**src/rtl/ring_chaser_monitor.sv**
```systemverilog
// Receive-side monitor for a walking-one ring: synchronizes and deglitches the ring,
// tracks position, checks forward steps, counts revolutions and flags faults/stalls.
module ring_chaser_monitor #(
    parameter  int WIDTH       = 6,
    parameter  int SYNC_STAGES = 2,
    parameter  int CNT_W       = 8,
    parameter  int STALL_W     = 10,
    localparam int IDX_W       = $clog2(WIDTH)
) (
    input  logic             clk,
    input  logic             rst_n,
    input  logic [WIDTH-1:0] ring_in,
    input  logic             clear,
    output logic [IDX_W-1:0] index,
    output logic             locked,
    output logic             step,
    output logic             wrap,
    output logic [CNT_W-1:0] rev_count,
    output logic             fault,
    output logic [1:0]       fault_code,
    output logic             stall
);

    typedef enum logic [1:0] {S_ACQUIRE, S_TRACK, S_FAULT} state_t;

    state_t             state_q, state_d;
    logic [WIDTH-1:0]   sync_q [SYNC_STAGES];
    logic [WIDTH-1:0]   sync;
    logic [WIDTH-1:0]   sync_dly_q;
    logic [WIDTH-1:0]   acc_q, acc_d;
    logic [IDX_W-1:0]   index_q, index_d;
    logic               step_q, step_d;
    logic               wrap_q, wrap_d;
    logic [1:0]         code_q, code_d;
    logic [CNT_W-1:0]   rev_q, rev_d;
    logic [STALL_W-1:0] cnt_q, cnt_d;

    logic               accept;
    logic               onehot;
    logic               allzero;
    logic               legal;
    logic [IDX_W-1:0]   pos;
    logic [IDX_W-1:0]   next_idx;

    genvar gi;
    generate
        for (gi = 0; gi < SYNC_STAGES; gi++) begin : g_sync
            if (gi == 0) begin : g_first
                always_ff @(posedge clk or negedge rst_n) begin
                    if (!rst_n) sync_q[gi] <= '0;
                    else        sync_q[gi] <= ring_in;
                end
            end else begin : g_rest
                always_ff @(posedge clk or negedge rst_n) begin
                    if (!rst_n) sync_q[gi] <= '0;
                    else        sync_q[gi] <= sync_q[gi-1];
                end
            end
        end
    endgenerate

    assign sync     = sync_q[SYNC_STAGES-1];
    // A candidate is taken only after it has been seen on two consecutive samples.
    assign accept   = (sync == sync_dly_q) && (sync != acc_q);
    assign onehot   = $onehot(sync);
    assign allzero  = (sync == '0);
    assign next_idx = (index_q == IDX_W'(WIDTH-1)) ? '0 : index_q + 1'b1;
    assign legal    = onehot && (pos == next_idx);

    always_comb begin
        pos = '0;
        for (int k = 0; k < WIDTH; k++) begin
            if (sync[k]) pos = IDX_W'(k);
        end
    end

    // State register
    always_ff @(posedge clk or negedge rst_n) begin
        if (!rst_n) state_q <= S_ACQUIRE;
        else        state_q <= state_d;
    end

    // Next-state logic
    always_comb begin
        state_d = state_q;
        if (clear) begin
            state_d = S_ACQUIRE;
        end else begin
            case (state_q)
                S_ACQUIRE: if (accept && onehot) state_d = S_TRACK;
                S_TRACK:   if (accept && !legal) state_d = S_FAULT;
                default:   state_d = S_FAULT;
            endcase
        end
    end

    // Datapath and registered-output next values
    always_comb begin
        acc_d   = (accept && !clear) ? sync : acc_q;
        step_d  = 1'b0;
        wrap_d  = 1'b0;
        index_d = index_q;
        code_d  = code_q;
        rev_d   = rev_q;
        cnt_d   = '0;
        if (clear) begin
            index_d = '0;
            code_d  = 2'b00;
            rev_d   = '0;
        end else begin
            case (state_q)
                S_ACQUIRE: begin
                    if (accept && onehot) index_d = pos;
                end
                S_TRACK: begin
                    if (accept) begin
                        if (legal) begin
                            step_d  = 1'b1;
                            index_d = pos;
                            if (pos == '0) begin
                                wrap_d = 1'b1;
                                rev_d  = rev_q + 1'b1;
                            end
                        end else if (allzero) begin
                            code_d = 2'b11;
                        end else if (onehot) begin
                            code_d = 2'b10;
                        end else begin
                            code_d = 2'b01;
                        end
                    end else begin
                        cnt_d = (cnt_q == '1) ? cnt_q : cnt_q + 1'b1;
                    end
                end
                default: ;
            endcase
        end
    end

    always_ff @(posedge clk or negedge rst_n) begin
        if (!rst_n) begin
            sync_dly_q <= '0;
            acc_q      <= '0;
            index_q    <= '0;
            step_q     <= 1'b0;
            wrap_q     <= 1'b0;
            code_q     <= 2'b00;
            rev_q      <= '0;
            cnt_q      <= '0;
        end else begin
            sync_dly_q <= sync;
            acc_q      <= acc_d;
            index_q    <= index_d;
            step_q     <= step_d;
            wrap_q     <= wrap_d;
            code_q     <= code_d;
            rev_q      <= rev_d;
            cnt_q      <= cnt_d;
        end
    end

    // Output logic
    always_comb begin
        locked     = (state_q == S_TRACK);
        fault      = (state_q == S_FAULT);
        stall      = (state_q == S_TRACK) && (cnt_q == '1);
        index      = index_q;
        step       = step_q;
        wrap       = wrap_q;
        fault_code = code_q;
        rev_count  = rev_q;
    end

endmodule

```
**config.mk**
```make
export PLATFORM = sky130hd
export DESIGN_NAME = ring_chaser_monitor
export DESIGN_NICKNAME = d
export VERILOG_FILES = /design/src/rtl/ring_chaser_monitor.sv
export SDC_FILE = /design/constraint.sdc
export NUM_CORES = 1
export LEC_CHECK = 0
export CAP_MARGIN = 20
export CORE_UTILIZATION = 40
export CTS_BUF_LIST = sky130_fd_sc_hd__clkbuf_16
export DETAILED_ROUTE_END_ITERATION = 16
export PLACE_DENSITY_LB_ADDON = 0.12
export SLEW_MARGIN = 20
export SYNTH_ARGS = -nofsm -noshare
export SYNTH_HDL_FRONTEND = slang
export SYNTH_SLANG_ARGS = --single-unit
export TNS_END_PERCENT = 10
```
**constraint.sdc**
```tcl
create_clock -name clk -period 10.15 [get_ports clk]
set_input_delay 2.03 -clock clk [delete_from_list [all_inputs] [get_ports clk]]
set_output_delay 2.03 -clock clk [all_outputs]
set_load 0.05 [all_outputs]
```
# After elaboration in Yosys (flattened, before gate mapping)
# Index checks and enable logic that the tools add are counted.
[totals]
ff_bits = 51
inputBits = 9
out_inout_bits = 18
elab_cells = 92
[op_classes]
n_addsub = 8
n_eq_ne = 14
n_mux = 39
n_reduce_logical = 20
[ops]
columns = ["cell", "count"]
rows = [
  ["two-way mux 10 bit", 4],
  ["two-way mux 8 bit", 5],
  ["two-way mux 3 bit", 9],
  ["two-way mux 2 bit", 9],
  ["adder 10 x 1 -> 10 bit, second input constant", 1],
  ["== test 10 bit, second input constant", 1],
  ["two-way mux 1 bit", 10],
  ["inequality test 3 x 2 -> 1 bit, second input constant", 3],
  ["adder 8 x 1 -> 8 bit, second input constant", 1],
  ["AND reduction 4 bit", 2],
  ["nonzero test 2 bit", 4],
  ["adder 1 x 1 -> 2 bit", 3],
  ["== test 6 bit", 1],
  ["logical AND 1 bit", 6],
  ["logical NOT 6 bit", 1],
  ["inequality test 6 bit", 1],
  ["case mux 3 bit (2 select lines)", 1],
  ["inequality test 4 bit, second input constant", 1],
  ["case mux 2 bit (2 select lines)", 1],
  ["adder 2 x 2 -> 3 bit", 1],
  ["adder 3 x 1 -> 3 bit, second input constant", 1],
  ["adder 3 x 2 -> 3 bit", 1],
  ["== test 3 x 1 -> 1 bit, second input constant", 1],
  ["== test 3 bit", 1],
  ["other kinds (11)", 12],
]

# Depth between registers and ports, before layout
# Gate-level depths: netlist of the first run.
[depth]
depth_word = 12
ltp_mapped = 14
ltp_nobuf = 11

# Worst setup path after synthesis of the first run
# Ideal clock, no wire load.
[synth_path]
kind = "register to output"
start = "reg cnt_q[0]"
end = "out stall"
arrival_time_ns = 2.121
t_required_ns = 8.120
path_slack_ns = 5.999
stages_incl_launch_ff = 7
n_path_buf = 1
cell_sequence = "dfrtp_1 > ha_1 > and3_1 > and4_1 > clkbuf_1 > nand4_1 > nor2_1"
[synth_via]
elab_chain_len = 2
[synth_rtl]
columns = ["element", "line_no", "text"]
rows = [
  ["start: declaration", "36", "logic [STALL_W-1:0] cnt_q, cnt_d;"],
  ["start signal: assignment", "158", "cnt_q <= cnt_d;"],
  ["== test 10 bit", "166", "stall = (state_q == S_TRACK) && (cnt_q == '1);"],
  ["logical AND 1 bit", "166", ""],
  ["end: declaration", "21", "output logic stall"],
]
# No other way between the ends.

# Final worst setup path of the first run
# Same ends and word-level chain as after synthesis.

==> results of run 1 <==
[power by group through the flow]
| stage | sequential, mW | combinational [mW] | clock (mW) |
|---|---|---|---|
| 4_1_cts | 0.221 | 0.0396 | 0.191 |
| 3_3_place_gp | 0.224 | 0.0390 | 0 |
| 6_report | 0.221 | 0.0388 | 0.185 |
| 3_5_place_dp | 0.225 | 0.0393 | 0 |
| 2_1_floorplan | 0.221 | 0.0308 | 0 |
| 5_1_grt | 0.222 | 0.0446 | 0.199 |
[cell type report]
cell class	instances	share of cell area, %
sequential	51	42.80
multi-input combinational	160	38.10
timing repair buffer	27	8.812
clock buffer	5	4.196
tap	75	3.147
inverter	13	1.637
clock inverter	3	1.301
[synthesized netlist by cell type (all sizes together) (3+ instances only)]
master and count:
nor4 4, dfrtp 51, a31oi 3, clkbuf 4, nor3 8, fa 3
nor2 24, mux2i 3, o31ai 4, ha 4, inv 13, nand2 10
nor2b 3, buf 8, xor2 8, xnor2 9, o21ai 8, nand2b 3
mux2 6, nand3 10, a21oi 10, a31o 3, or4 3
[layer usage]
layer	wire length, µm	vias up
li1	-	881
met1	2341	865
met2	2188	33
met3	164	6
met4	57	0
met5	0	-
[metrics by stage]
stage	instances	hold slack [ns]	area (µm²)
floorplan	236	0.3312	2530
global placement	326	0.3322	2818
detailed placement	326	0.3347	2818
CTS	334	0.3495	2982
global route	334	0.3611	2982
finish	334	0.3490	2982
[final timing paths]
path / to / slack [ns] / cells after the start
setup / recovery: stall / 5.34 / 6
max in group asynchronous: step / 7.86 / 2
hold / removal: sync[3] / 0.35 / 0
min in group asynchronous: sync[2] / 1.85 / 2
setup reg to reg: rev_count[5] / 5.90 / 11
hold reg to reg: sync[3] / 0.35 / 0
[kinds of logic (layout without fill, tap and decap cells)]
| family | count (synthesis) | in the layout | share of synthesized area [%] |
|---|---|---|---|
| compound gates | 47 | 47 | 14.09 |
| mux | 9 | 9 | 3.857 |
| buf+inv | 25 | 48 | 4.649 |
| simple gates | 80 | 80 | 16.72 |
| flops | 51 | 51 | 50.44 |
| fa+ha+maj | 7 | 7 | 4.352 |
| xor+xnor | 17 | 17 | 5.886 |
[worst max-delay path, cell delays in order (launching register included)]
cell and delay (ns):
dfrtp_1 0.38, ha_1 0.19, and3_1 0.21, and4_1 0.30, nand4_1 0.38, nor2_1 0.22, clkdlybuf4s50_1 0.83
[state kept, by name, summed over array words and instances, names as in the netlist]
signal,flops
wrap,1
cnt_q,10
sync_q,6
acc_q,6
rev_count,8
sync_dly_q,6
index,3
sync,6
step,1
fault_code,2
state_q,2
==> metrics.md, run 1 <==
| Metric | Value |
|---|---|
| Average cell area after synthesis | 10.72 µm² |
| Total number of vias | 1785 |
| Clock network fraction of total power | about two fifths |
| Number of failing setup endpoints in the final timing report | 0 |
| # clock sinks | 51 |
| NetSw | slightly below 0.1 mW |
| Async set or reset register ratio after synthesis | between 90% and 100% |
| Layout Utilization | between 40% and 50% |
| Area growth, synth to finish | 17.85% |
| Clock latency reported for the late side of the worst-skew pair | 0.28 ns |
| Clock Pin Slew Worst Setup and Hold Paths | around 0.06 ns |
| Post-synthesis cell type count | 54 |
| Critical path type | flop to output port |
| Outcome | complete, no violations |
| Internal power consumption | around 0.35 mW |
| Type of the worst min-delay path | flop to flop |
| Overall power of the completed layout | approximately 0.44 mW |
| Number of port buffers | 26 |
| Maximum Capacitance Violations | 0 |
| Maximum number of pins on one net before global-route repair | 52 |
| CTS-repair resized insts | 0 |
| Via density per instance | about 5.3 |
| Area occupied by multi-input gates | about 1100 µm² |
| Maximum clock frequency | 207.8 MHz |
| Worst-case setup margin in the final layout | 5.338 ns |
| # hold bufs at CTS | 0 |
| Ranking of synthesized cells by area | dfrtp_1 (50%), nor2_1 (3.4%), xnor2_1 (3.1%), xor2_1 (2.8%), mux2_2 (2.7%) |
| Wire length of the first global-routing pass | 8293 µm |
| Die area | between 6000 and 7000 µm² |
| Unrepaired setup endpoints after global routing | no |
| Clock skew after layout | approximately 0.0038 ns |
| Initial antenna violation count | 0 |
| Required arrival time at the worst endpoint | a little over 8 ns |
| Peak supply drop | around 0.087 mV |
| Share of the synthesized area in the top cell type | 50.45% |
| Max-slew violation total from the final report | 0 |
| Sequential element share of the synthesized area | ~50% |
| Number of I/O pins | 27 |
| Total congestion overflow | 0 |
| Part of the cycle the worst path needs | a little under half |
| Maximum count of clock buffers along a single path | 2 |
| Maximum fanout count along the critical path | 9 |
| Commonest non-fill, non-tap cell in the layout | dfrtp_1 |
| Crit path launch type | flop |
| Pwr Density | about 150 nW/µm² |
| Die Span Y | about 80 µm |
| DRC violations left | 0 |
| Area occupied by registers | between 1000 and 1500 µm² |
| Number of detailed-route iterations in the first pass | 4 |
| Count of flip-flops with a built-in enable after synthesis | 0 |
| Slew at the pin closest to its max-slew limit | ~0.93 ns |
| Total nets after synthesis | ~250 |
| Met3 Use GR | ~3.4% |
| Post-Route Setup TNS | 0 ns |
| Fill cell count | 570 |
| Number of storage elements in the synthesis netlist | a little over 50 |
| Final hold violation count | 0 |
| YS warnings | 0 |
| Commonest cells after routing, fill and taps aside | dfrtp_1 (51), clkdlybuf4s50_1 (25), nor2_1 (23) |
| Inserted Clock Buffers | 5 |
| Post-CTS Setup Repair Bufs | 0 |
| Number of global-route vias before repair | between 1500 and 2000 |
| Effective utilization at floorplan | between 40% and 50% |
| Final routed wirelength across all metal layers | roughly 4800 µm |
| Final critical path time including I/O delays and setup | between 4 and 5 ns |
| Met2 usage | about a quarter |
| Cells after Synth | 236 |
| Die span in x | 81.53 µm |
| Predominant post-synthesis flop cell | dfrtp_1 |
| Fraction of final layout cells sized beyond drive strength 1 | a little under a tenth |
| Dpl hpwl | ~3200 µm |
| Iter 0 DRT Violations | 107 |
| Leakage Power | around 1.2 nW |
| Total number of nets in the final design | approximately 270 |
| Top cell type by total area after synthesis | dfrtp_1 |
| Sequential fraction of design power | 49.7% |
| Syn Std Cell Area | about 2500 µm² |
| Sw Ratio | 22.07% |
| Number of rows in the core area | 28 |
| Most utilized layer in the global route result | met2 |
| Crit path arrival time | 2.78 ns |
| GRT Overall Usage | between 10% and 20% |
| Placer congestion estimate | 0.8186 |
| Final antenna-violating net count | 0 |
| Worst rel slew slack | between 30 and 40% |
| # H-tree levels | 2 |
| Met1 Usage GRT | roughly 22% |
| CTS tree | built |
| Hold Crit Start | sync_q[9] |
| Reg2reg start | sync[3] |
| Core ar. | 6026 µm² |
| Worst slack at placement | 5.673 ns |
| Number of antenna repair diodes | 0 |
| Cell at the root of the clock tree | clkbuf_16 |
| Combinational Power Share | roughly 8.7% |
| Post-detailed-route wirelength per cell | between 10 and 15 µm |
| Crit path launch | cnt_q[0] |
| Critical Path End Type | output port |
No activity file was read; power rests on OpenSTA's default activity.
==> run 2, diff against run 1 <==
Clock period 10.15 ns to 4.8 ns, I/O delays scaled along.
==> metrics.md, run 2 (synthesis results as in run 1) <==
| Metric | Value |
|---|---|
| Commonest cells after routing, fill and taps aside | dfrtp_1 (51), clkdlybuf4s50_1 (25), nor2_1 (23) |
| Clock network fraction of total power | 42.5% (+0.9 points) |
| Number of detailed-route iterations in the first pass | 4 (unchanged) |
| Leakage Power | 1.244 nW (about the same) |
| Critical Path, Cell by Cell | inv_1, fa_1, fa_1, inv_1, ha_1, fa_1, or3b_2, nor2_1, o2111ai_2, or4_1, a21oi_1 |
| Slew at the pin closest to its max-slew limit | 0.9620 ns (+0.03447 ns) |
| Peak supply drop | 0.2048 mV (+140%) |
| CTS-repair resized insts | 0 (unchanged) |
| Critical path type | flop to flop |
| # H-tree levels | 2 (unchanged) |
| GRT Overall Usage | 17.02% (+0.53 points) |
| Post-Route Setup TNS | 0 ns (unchanged) |
| NetSw | 0.2213 mW (+130%) |
| Total congestion overflow | 0 (unchanged) |
| Maximum fanout count along the critical path | 12 (+3) |
| Top reg by flops | cnt_q |
| Die span in x | 81.53 µm (unchanged) |
| Master of the slowest instance on the critical path | dfrtp_1 |
| Part of the cycle the worst path needs | slightly below 90% |
| Die Span Y | 81.53 µm (unchanged) |
| Sink of the worst hold path | sync[3] |
| Internal power consumption | 0.7365 mW (+110%) |
| Number of failing setup endpoints in the final timing report | 0 (unchanged) |
| Max-slew violation total from the final report | 0 (unchanged) |
| Unrepaired setup endpoints after global routing | no |
| Number of antenna repair diodes | 0 (unchanged) |
| # clock sinks | 51 (unchanged) |
| Total number of vias | 1827 (+2.4%) |
| Reg2Reg Capture Point | rev_count[7] |
| Flip-flop count of the largest register after layout | 10 (unchanged) |
| R2r worst-path depth | 11 (unchanged) |
| Number of I/O pins | 27 (unchanged) |
| Sequential fraction of design power | 48.6% (-1.1 points) |
| Final antenna-violating net count | 0 (unchanged) |
| Initial antenna violation count | 0 (unchanged) |
| Fill cell count | 546 (-4.2%) |
| Final routed wirelength across all metal layers | 4898 µm (+3.1%) |
| Iter 0 DRT Violations | 121 (+13%) |
| Total routed wire length on the met1 layer | 2391 µm (+2.1%) |
| Critical Path End Type | flop |
| Reg2reg start | sync[3] |
| Total number of nets in the final design | 274 (unchanged) |
| Core ar. | 6026 µm² (unchanged) |
| Final critical path time including I/O delays and setup | 4.219 ns |
| Maximum count of clock buffers along a single path | 2 (unchanged) |
| Dpl hpwl | 3282 µm (+1.8%) |
| Final hold violation count | 0 (unchanged) |
| Crit path arrival time | 4.42 ns (+1.64 ns) |
| Worst rel slew slack | 35.05% (-2.3 points) |
| Commonest non-fill, non-tap cell in the layout | dfrtp_1 |
| Most frequent CP cell | fa_1 |
| Fraction of final layout cells sized beyond drive strength 1 | 9.653% (+0.39 points) |
| Delay of the slowest cell on the worst path | 0.59 ns (-0.24 ns) |
| Hold Path Stages | 0 (unchanged) |
| Outcome | complete, no violations |
| DRC violations left | 0 (unchanged) |
| Wire length of the first global-routing pass | 8466 µm (+2.1%) |
| Post-detailed-route wirelength per cell | 14.66 µm (+3.1%) |
| Maximum clock frequency | 237.0 MHz |
| Via density per instance | 5.470 (+2.4%) |
| Pwr Density | 320.4 nW/µm² (+120%) |
| Number of rows in the core area | 28 (unchanged) |
| Clock skew after layout | 0.007558 ns (+0.003771 ns) |
| Sw Ratio | 23.10% (+1.0 points) |
| Type of the worst min-delay path | flop to flop |
| Highest signal layer in the routed design | met4 |
| Maximum Capacitance Violations | 0 (unchanged) |
| Crit path launch type | flop |
| Number of global-route vias before repair | 1703 (-3.1%) |
| Crit path launch | sync[3] |
| Number of port buffers | 26 (unchanged) |
| Clock latency reported for the late side of the worst-skew pair | 0.29 ns (about the same) |
| Post-CTS Setup Repair Bufs | 0 (unchanged) |
| Maximum number of pins on one net before global-route repair | 52 (unchanged) |
| Die area | 6647 µm² (unchanged) |
| Combinational Power Share | 8.8% (about the same) |
| Clock Pin Slew Worst Setup and Hold Paths | 0.07 ns (about the same) |
| Flop-to-flop setup slack | 0.58 ns (-5.32 ns) |
| Required arrival time at the worst endpoint | 5.00 ns (-3.12 ns) |
| Placer congestion estimate | 0.7848 (-4.1%) |
| Area growth, synth to finish | 18.15% |
| Met3 wire length | 200 µm (+22%) |
| Inserted Clock Buffers | 5 (unchanged) |
| Hold Crit Start | sync_q[9] |
| Effective utilization at floorplan | 41.99% (unchanged) |
| Routed length on met2 | 2259 µm (+3.2%) |
| Overall power of the completed layout | 0.9578 mW (+120%) |
| Cell at the root of the clock tree | clkbuf_16 |
| # hold bufs at CTS | 0 (unchanged) |
| CTS tree | built |
## run 2: cell types whose count changed in the layout (fill, tap and decap cells not counted), sizes merged
cell and change:
clkinvlp +1, inv +1, clkinv -2
## run 2: stage by stage
step	cells	hold slack (ns)	utilization (%)	setup slack [ns]	area [µm²]
finish	334	0.3492	49.61	0.5812	2989
global route	334	0.3656	49.61	0.3184	2989
CTS	334	0.3510	49.61	0.5725	2989
detailed placement	326	0.3347	46.76	0.6131	2818
global placement	326	0.3324	46.76	0.7499	2818
floorplan	236	0.3312	-	0.8851	2530
## run 2: power by group through the flow
stage               clock network [mW]  logic [mW]  registers [mW]
global placement                     0      0.0830           0.474
detailed placement                   0      0.0844           0.475
floorplan                            0      0.0650           0.467
finish                           0.407      0.0847           0.466
global route                     0.436      0.0961           0.469
CTS                              0.418      0.0861           0.466
## run 2: layout make-up
| type | count | area, µm² | share of cell area [%] |
|---|---|---|---|
| sequential | 51 | 1276 | 42.70 |
| timing repair buffer | 27 | 262.8 | 8.790 |
| inverter | 13 | 48.80 | 1.632 |
| multi-input combinational | 160 | 1136 | 38.01 |
| clock buffer | 5 | 125.1 | 4.186 |
| clock inverter | 3 | 46.29 | 1.549 |
| tap | 75 | 93.84 | 3.139 |
## run 2: critical path: cells and delay by family, from the launching register on
family	cells	cell delay, ns
and+or+nand+nor	3	1.31
adders and majority gates	4	1.58
AOI/OAI and AO/OA	2	0.45
buffers and inverters	2	0.19
DFF	1	0.59
## run 2: worst max path at each step
stage	end	slack [ns]	cells after the start
after floorplan	rev_count[6]	0.89	14
after global placement	rev_count[6]	0.75	11
after detailed placement	rev_count[7]	0.61	11
after CTS	rev_count[7]	0.57	11
after global routing	rev_count[7]	0.32	11
final	rev_count[7]	0.58	11
## run 2: metal layers
layer | vias to the layer above | track usage (%)
li1 | 884 | -
met1 | 889 | 24.06
met2 | 50 | 26.25
met3 | 4 | 3.556
met4 | 0 | 4.821
met5 | - | 0
